File: src/rtl/pwm_demod.sv
// PWM receive decoder: measures the high time of each PWM frame and reports it as an
// 8-bit sample, with frame-length checking, zero-duty detection and lock tracking.
module pwm_demod #(
  parameter int PERIOD      = 256,
  parameter int TOL         = 2,
  parameter int SYNC_STAGES = 2,
  parameter int LOCK_FRAMES = 2
) (
  input  logic       clk,
  input  logic       nrst,
  input  logic       pwm_i,
  output logic [7:0] sample,
  output logic       sample_valid,
  output logic       locked,
  output logic       frame_err
);
  localparam int CW = $clog2(PERIOD + TOL + 1);
  localparam int GW = $clog2(LOCK_FRAMES + 1);

  localparam logic [CW-1:0] LEN_MAX   = CW'(PERIOD + TOL);
  localparam logic [CW-1:0] LEN_MIN   = CW'(PERIOD - TOL);
  localparam logic [CW-1:0] ZERO_WRAP = CW'(PERIOD - 1);
  localparam logic [CW-1:0] SAT_8     = CW'(255);
  localparam logic [CW-1:0] ONE_C     = CW'(1);
  localparam logic [CW-1:0] TOL_C     = CW'(TOL);
  localparam logic [GW-1:0] GOOD_MAX  = GW'(LOCK_FRAMES);

  localparam logic [1:0] S_SEARCH = 2'd0;
  localparam logic [1:0] S_HIGH   = 2'd1;
  localparam logic [1:0] S_LOW    = 2'd2;
  localparam logic [1:0] S_ZERO   = 2'd3;

  logic [SYNC_STAGES-1:0] sync_q;
  logic                   line_prev_q;
  logic                   line, rise, fall;

  assign line = sync_q[SYNC_STAGES-1];
  assign rise = line & ~line_prev_q;
  assign fall = ~line & line_prev_q;

  always_ff @(posedge clk or negedge nrst) begin
    if (!nrst) begin
      sync_q      <= '0;
      line_prev_q <= 1'b0;
    end else begin
      sync_q      <= {sync_q[SYNC_STAGES-2:0], pwm_i};
      line_prev_q <= line;
    end
  end

  logic [1:0]    state_q, state_d;
  logic [CW-1:0] pcnt_q, pcnt_d, hcnt_q, hcnt_d, zcnt_q, zcnt_d;
  logic [GW-1:0] good_q, good_d;
  logic [7:0]    sample_q, sample_d;
  logic          valid_q, valid_d, err_q, err_d, locked_q, locked_d;
  logic          accept, reject, start;

  always_comb begin
    state_d  = state_q;
    pcnt_d   = pcnt_q;
    hcnt_d   = hcnt_q;
    zcnt_d   = zcnt_q;
    good_d   = good_q;
    sample_d = sample_q;
    valid_d  = 1'b0;
    err_d    = 1'b0;
    locked_d = locked_q;
    accept   = 1'b0;
    reject   = 1'b0;
    start    = 1'b0;

    case (state_q)
      S_SEARCH: start = rise;
      S_HIGH: begin
        if (fall) begin
          state_d = S_LOW;
          pcnt_d  = (pcnt_q >= LEN_MAX) ? LEN_MAX : pcnt_q + ONE_C;
        end else if (pcnt_q >= LEN_MAX) begin
          reject  = 1'b1;
          state_d = S_SEARCH;
        end else begin
          pcnt_d = pcnt_q + ONE_C;
          hcnt_d = hcnt_q + ONE_C;
        end
      end
      S_LOW: begin
        // The rise that closes a frame also opens the next one.
        if (rise) begin
          start = 1'b1;
          if (pcnt_q >= LEN_MIN && pcnt_q <= LEN_MAX) accept = 1'b1;
          else                                        reject = 1'b1;
        end else if (pcnt_q >= LEN_MAX) begin
          accept  = 1'b1;
          state_d = S_ZERO;
          zcnt_d  = TOL_C;
        end else begin
          pcnt_d = pcnt_q + ONE_C;
        end
      end
      default: begin
        // Line parked low: emit a zero sample once per nominal frame.
        if (rise) begin
          start = 1'b1;
        end else if (zcnt_q == ZERO_WRAP) begin
          sample_d = 8'h00;
          valid_d  = 1'b1;
          zcnt_d   = '0;
        end else begin
          zcnt_d = zcnt_q + ONE_C;
        end
      end
    endcase

    if (start) begin
      state_d = S_HIGH;
      hcnt_d  = ONE_C;
      pcnt_d  = ONE_C;
    end
    if (accept) begin
      sample_d = (hcnt_q > SAT_8) ? 8'hFF : hcnt_q[7:0];
      valid_d  = 1'b1;
      if (good_q < GOOD_MAX) good_d = good_q + 1'b1;
    end
    if (reject) begin
      err_d  = 1'b1;
      good_d = '0;
    end
    if (reject)                  locked_d = 1'b0;
    else if (good_d >= GOOD_MAX) locked_d = 1'b1;
  end

  always_ff @(posedge clk or negedge nrst) begin
    if (!nrst) begin
      state_q  <= S_SEARCH;
      pcnt_q   <= '0;
      hcnt_q   <= '0;
      zcnt_q   <= '0;
      good_q   <= '0;
      sample_q <= 8'h00;
      valid_q  <= 1'b0;
      err_q    <= 1'b0;
      locked_q <= 1'b0;
    end else begin
      state_q  <= state_d;
      pcnt_q   <= pcnt_d;
      hcnt_q   <= hcnt_d;
      zcnt_q   <= zcnt_d;
      good_q   <= good_d;
      sample_q <= sample_d;
      valid_q  <= valid_d;
      err_q    <= err_d;
      locked_q <= locked_d;
    end
  end

  assign sample       = sample_q;
  assign sample_valid = valid_q;
  assign frame_err    = err_q;
  assign locked       = locked_q;
endmodule

File: config.mk
export PLATFORM = sky130hd
export DESIGN_NAME = pwm_demod
export DESIGN_NICKNAME = d
export VERILOG_FILES = /design/src/rtl/pwm_demod.sv
export SDC_FILE = /design/constraint.sdc
export NUM_CORES = 1
export LEC_CHECK = 0
export CAP_MARGIN = 10
export CORE_AREA = 5 5 85 87
export CTS_CLUSTER_DIAMETER = 60
export CTS_CLUSTER_SIZE = 28
export DETAILED_ROUTE_END_ITERATION = 7
export DIE_AREA = 0 0 90 92
export DONT_BUFFER_PORTS = 1
export PLACE_DENSITY = 0.52
export RECOVER_POWER = 50
export SLEW_MARGIN = 40
export SYNTH_ARGS = -nofsm -noshare
export SYNTH_HDL_FRONTEND = slang
export SYNTH_SLANG_ARGS = --single-unit
File: constraint.sdc
create_clock -name clk -period 2.2 [get_ports clk]
set_input_delay 0.33 -clock clk [delete_from_list [all_inputs] [get_ports clk]]
set_output_delay 0.33 -clock clk [all_outputs]
set_load 0.005 [all_outputs]
==> key figures <==
Placed design
  • Post-DP HPWL: 3.83 mm
  • Pre-CTS setup slack: 65.4 ps
  • Number of placed cells counting well taps: 360
  • Port Buf Inserts: 0
  • Routability Congestion: 0.790

Critical path
  • Startpoint Class: flop
  • CP Max Fanout: 9
  • Crit path max-delay family: compound AO/OA/AOI/OAI gates
  • WP buf/inv: 2
  • CP Class: reg -> reg
  • Worst r2r dst: pcnt_q[4]$_DFFE_PN0P_
  • Worst-path cell chain: inv_1 -> ha_1 -> o21ai_0 -> buf_4 -> nor3_1 -> o21ai_0 -> a21oi_1
  • R2R cell count: 7
  • CP max-delay cell: o21ai_0
  • Critical Path RT: 2380 ps
  • Crit Reg-Reg Startpoint: state_q[0]$_DFFE_PN0P_
  • Flop2flop setup slack: 230 ps
  • Slowest cell delay on critical path: 470 ps
  • Most used cell, CP: o21ai_0
  • Setup crit end kind: flop
  • Critical path arrival: 2150 ps

Timing
  • Setup TNS: 0 ps
  • Tmin final: 1970 ps
  • Worst-Margin Slew: 1100 ps
  • Tcrit/Tclk final: 0.896
  • Fin. Hold Viols: 0
  • RSZ-0062 raised after global routing: false
  • Setup violators final: 0
  • Max_slew headroom: 0.269
  • Worst Clk Skew: 4.37 ps
  • Fmax: 507 MHz
  • Max-slew violation count: 0
  • Final WS setup: 228 ps

Clock tree
  • Clock-pin slew on the worst setup and hold paths: 80 ps
  • Clk root buf: clkbuf_8
  • Longest Clk Path Bufs: 2
  • Htree depth: 2
  • CTS buffer count: 5
  • Clk_lat worst skew: 290 ps
  • CTS tree: yes
  • Clk sink count: 45

Logic synthesis
  • Ys async rst share: 1.00
  • EDFF count, synth: 0
  • Yosys cell types: 42
  • Synthesized area: 2460 um2
  • Register area share after synthesis: 0.457
  • Main synth FF type: dfrtp_1
  • Seq cells post-synth: 45
  • Synth warn: 0
  • Avg Cell Area, Syn: 8.83 um2
  • Mapped Nets: 293
  • Cells after synthesis: 279

Die
  • Number of I/O pins: 14
  • Core Box Area: 6280 um2
  • Die ar.: 8280 um2
  • Initial core utilization: 0.393
  • Die height: 92 um
  • Horiz. Die Dim: 90 um
  • Site Rows: 29

Drt
  • DRT Pass-1 Iters: 4
  • Met2 routed WL: 2.41 mm
  • Starting DRT DRC Count: 116
  • Max Used Layer: met4
  • Avg Vias per Cell: 5.44
  • Metal3 WL: 165 um
  • Antenna viol nets, final: 0
  • WL per Instance: 14.2 um
  • Metal-1 WL: 2.64 mm
  • Final WL: 5.25 mm
  • DRC Markers: 0
  • Vias: 2,006

Final layout
  • Share of cells above drive strength 1: 0.103
  • Ant. Diodes: 0
  • FILL cells: 627
  • Fin cells: 369
  • Area grow syn2layout: 11.9%
  • Multi-input gate area: 1250 um2
  • Final net count: 306
  • Register area: 1130 um2

Pwr
  • Pwr per Cell Area: 1070 nW/um2
  • Leak Pwr: 1.19 nW
  • Total power draw: 2.96 mW
  • Worst IR Drop VDD: 0.510 mV

GRT
  • Vias in the first global route: 1,907
  • First-pass GRT wire length: 9.20 mm
  • Initial antenna violation count: 0
  • Overall routing resource usage: 0.131
  • Largest net degree at the start of global routing: 46
  • Grt ovf: 0

Status
  • Outcome: completed

Run
  • Max-Cap Viols: 0

Worst hold path
  • WHS Endpoint: sync_q[0]$_DFF_PN0_
  • Hold WC Path Type: in -> reg
  • Hold Crit Depth: 0
  • HP Start: pwm_i
==> power by group <==
group / total, mW / switching (mW) / internal, mW
clock network: 0.604 / 0.274 / 0.330
logic: 1.11 / 0.637 / 0.474
registers: 1.25 / 0.239 / 1.01
total: 2.96 / 1.15 / 1.81
==> timing repair <==
action	4_1_cts	5_1_grt
endpoints found under the hold margin	45	0
gates resized for setup	0	4
hold buffers	2	0
buffers inserted	0	0
endpoints found under the setup margin	0	28
==> how the worst max path moves through the flow <==
stage	depth (start not counted)	slack (ps)	startpoint	endpoint
final	7	230	state_q[0]$_DFFE_PN0P_	pcnt_q[4]$_DFFE_PN0P_
after global routing	7	50	pcnt_q[0]$_DFFE_PN0P_	sample[7]$_DFFE_PN0P_
after CTS	5	40	pcnt_q[3]$_DFFE_PN0P_	pcnt_q[1]$_DFFE_PN0P_
after detailed placement	5	70	pcnt_q[3]$_DFFE_PN0P_	pcnt_q[1]$_DFFE_PN0P_
after global placement	5	80	pcnt_q[3]$_DFFE_PN0P_	pcnt_q[1]$_DFFE_PN0P_
after floorplan	7	260	state_q[1]$_DFFE_PN0P_	zcnt_q[3]$_DFFE_PN0P_
==> per-layer routing <==
| layer | vias to the layer above | GRT usage |
|---|---|---|
| met5 | - | 0 |
| met4 | 0 | 0.0335 |
| met3 | 4 | 0.0262 |
| met2 | 27 | 0.211 |
| met1 | 959 | 0.182 |
| li1 | 1016 | - |
==> through the flow <==
stage | hold WS [ps] | area [um2] | util
detailed placement | 35.5 | 2620 | 0.418
global placement | 35.5 | 2620 | 0.418
global route | 44.1 | 2760 | 0.439
finish | 59.0 | 2760 | 0.439
CTS | 50.7 | 2770 | 0.441
floorplan | 34.4 | 2460 | -
==> cell usage after synthesis, types with 4 or more instances <==
master,count,share of area
inv_1,17,0.026
dfrtp_1,45,0.46
nor4_1,8,0.020
a211oi_1,4,0.012
nand3_1,16,0.032
nor3_1,13,0.026
nand4_1,4,0.010
mux2i_1,11,0.045
a21oi_1,15,0.030
clkbuf_1,5,0.0076
nor2_1,29,0.044
nand2_1,30,0.046
o21ai_0,23,0.047
ha_1,11,0.056
==> registers in the layout, summed over array words and instances (netlist names), 2 cells and up <==
register	flops
state_q	2
good_q	2
sync_q	2
sample	8
hcnt_q	9
pcnt_q	9
zcnt_q	9
==> layout make-up <==
class,instances,share of cell area
flip-flops and latches,45,0.408
repair buffers,16,0.0422
clock inverters,2,0.0127
well taps,77,0.0349
multi-input cells,207,0.454
clock buffers,5,0.0250
inverters,17,0.0231
==> cells by family (layout without fill, tap and decap cells) <==
group | count (synthesis) | in the layout | share of synthesized area
AOI/OAI and AO/OA | 62 | 62 | 0.152
muxes | 11 | 11 | 0.0447
buffers and inverters | 27 | 40 | 0.0431
and+or+nand+nor | 120 | 120 | 0.237
DFF | 45 | 45 | 0.457
adders and majority gates | 11 | 11 | 0.0558
xor gates and xnor gates | 3 | 3 | 0.0107
==> cells in the final DEF (no fill, tap or decap), types with 4 or more instances in the layout <==
cell type  synthesis  final
ha_1              11     11
buf_4              0     13
nor4_1             8      6
mux2i_1           11     11
o21ai_0           23     23
nor3_1            13     13
inv_1             17     16
dfrtp_1           45     45
nand3_1           16     16
a211oi_1           4      4
nor2_1            29     29
clkbuf_8           0      5
nand4_1            4      4
a21oi_1           15     15
nand2_1           30     30
(Power assumes the default switching activity.)
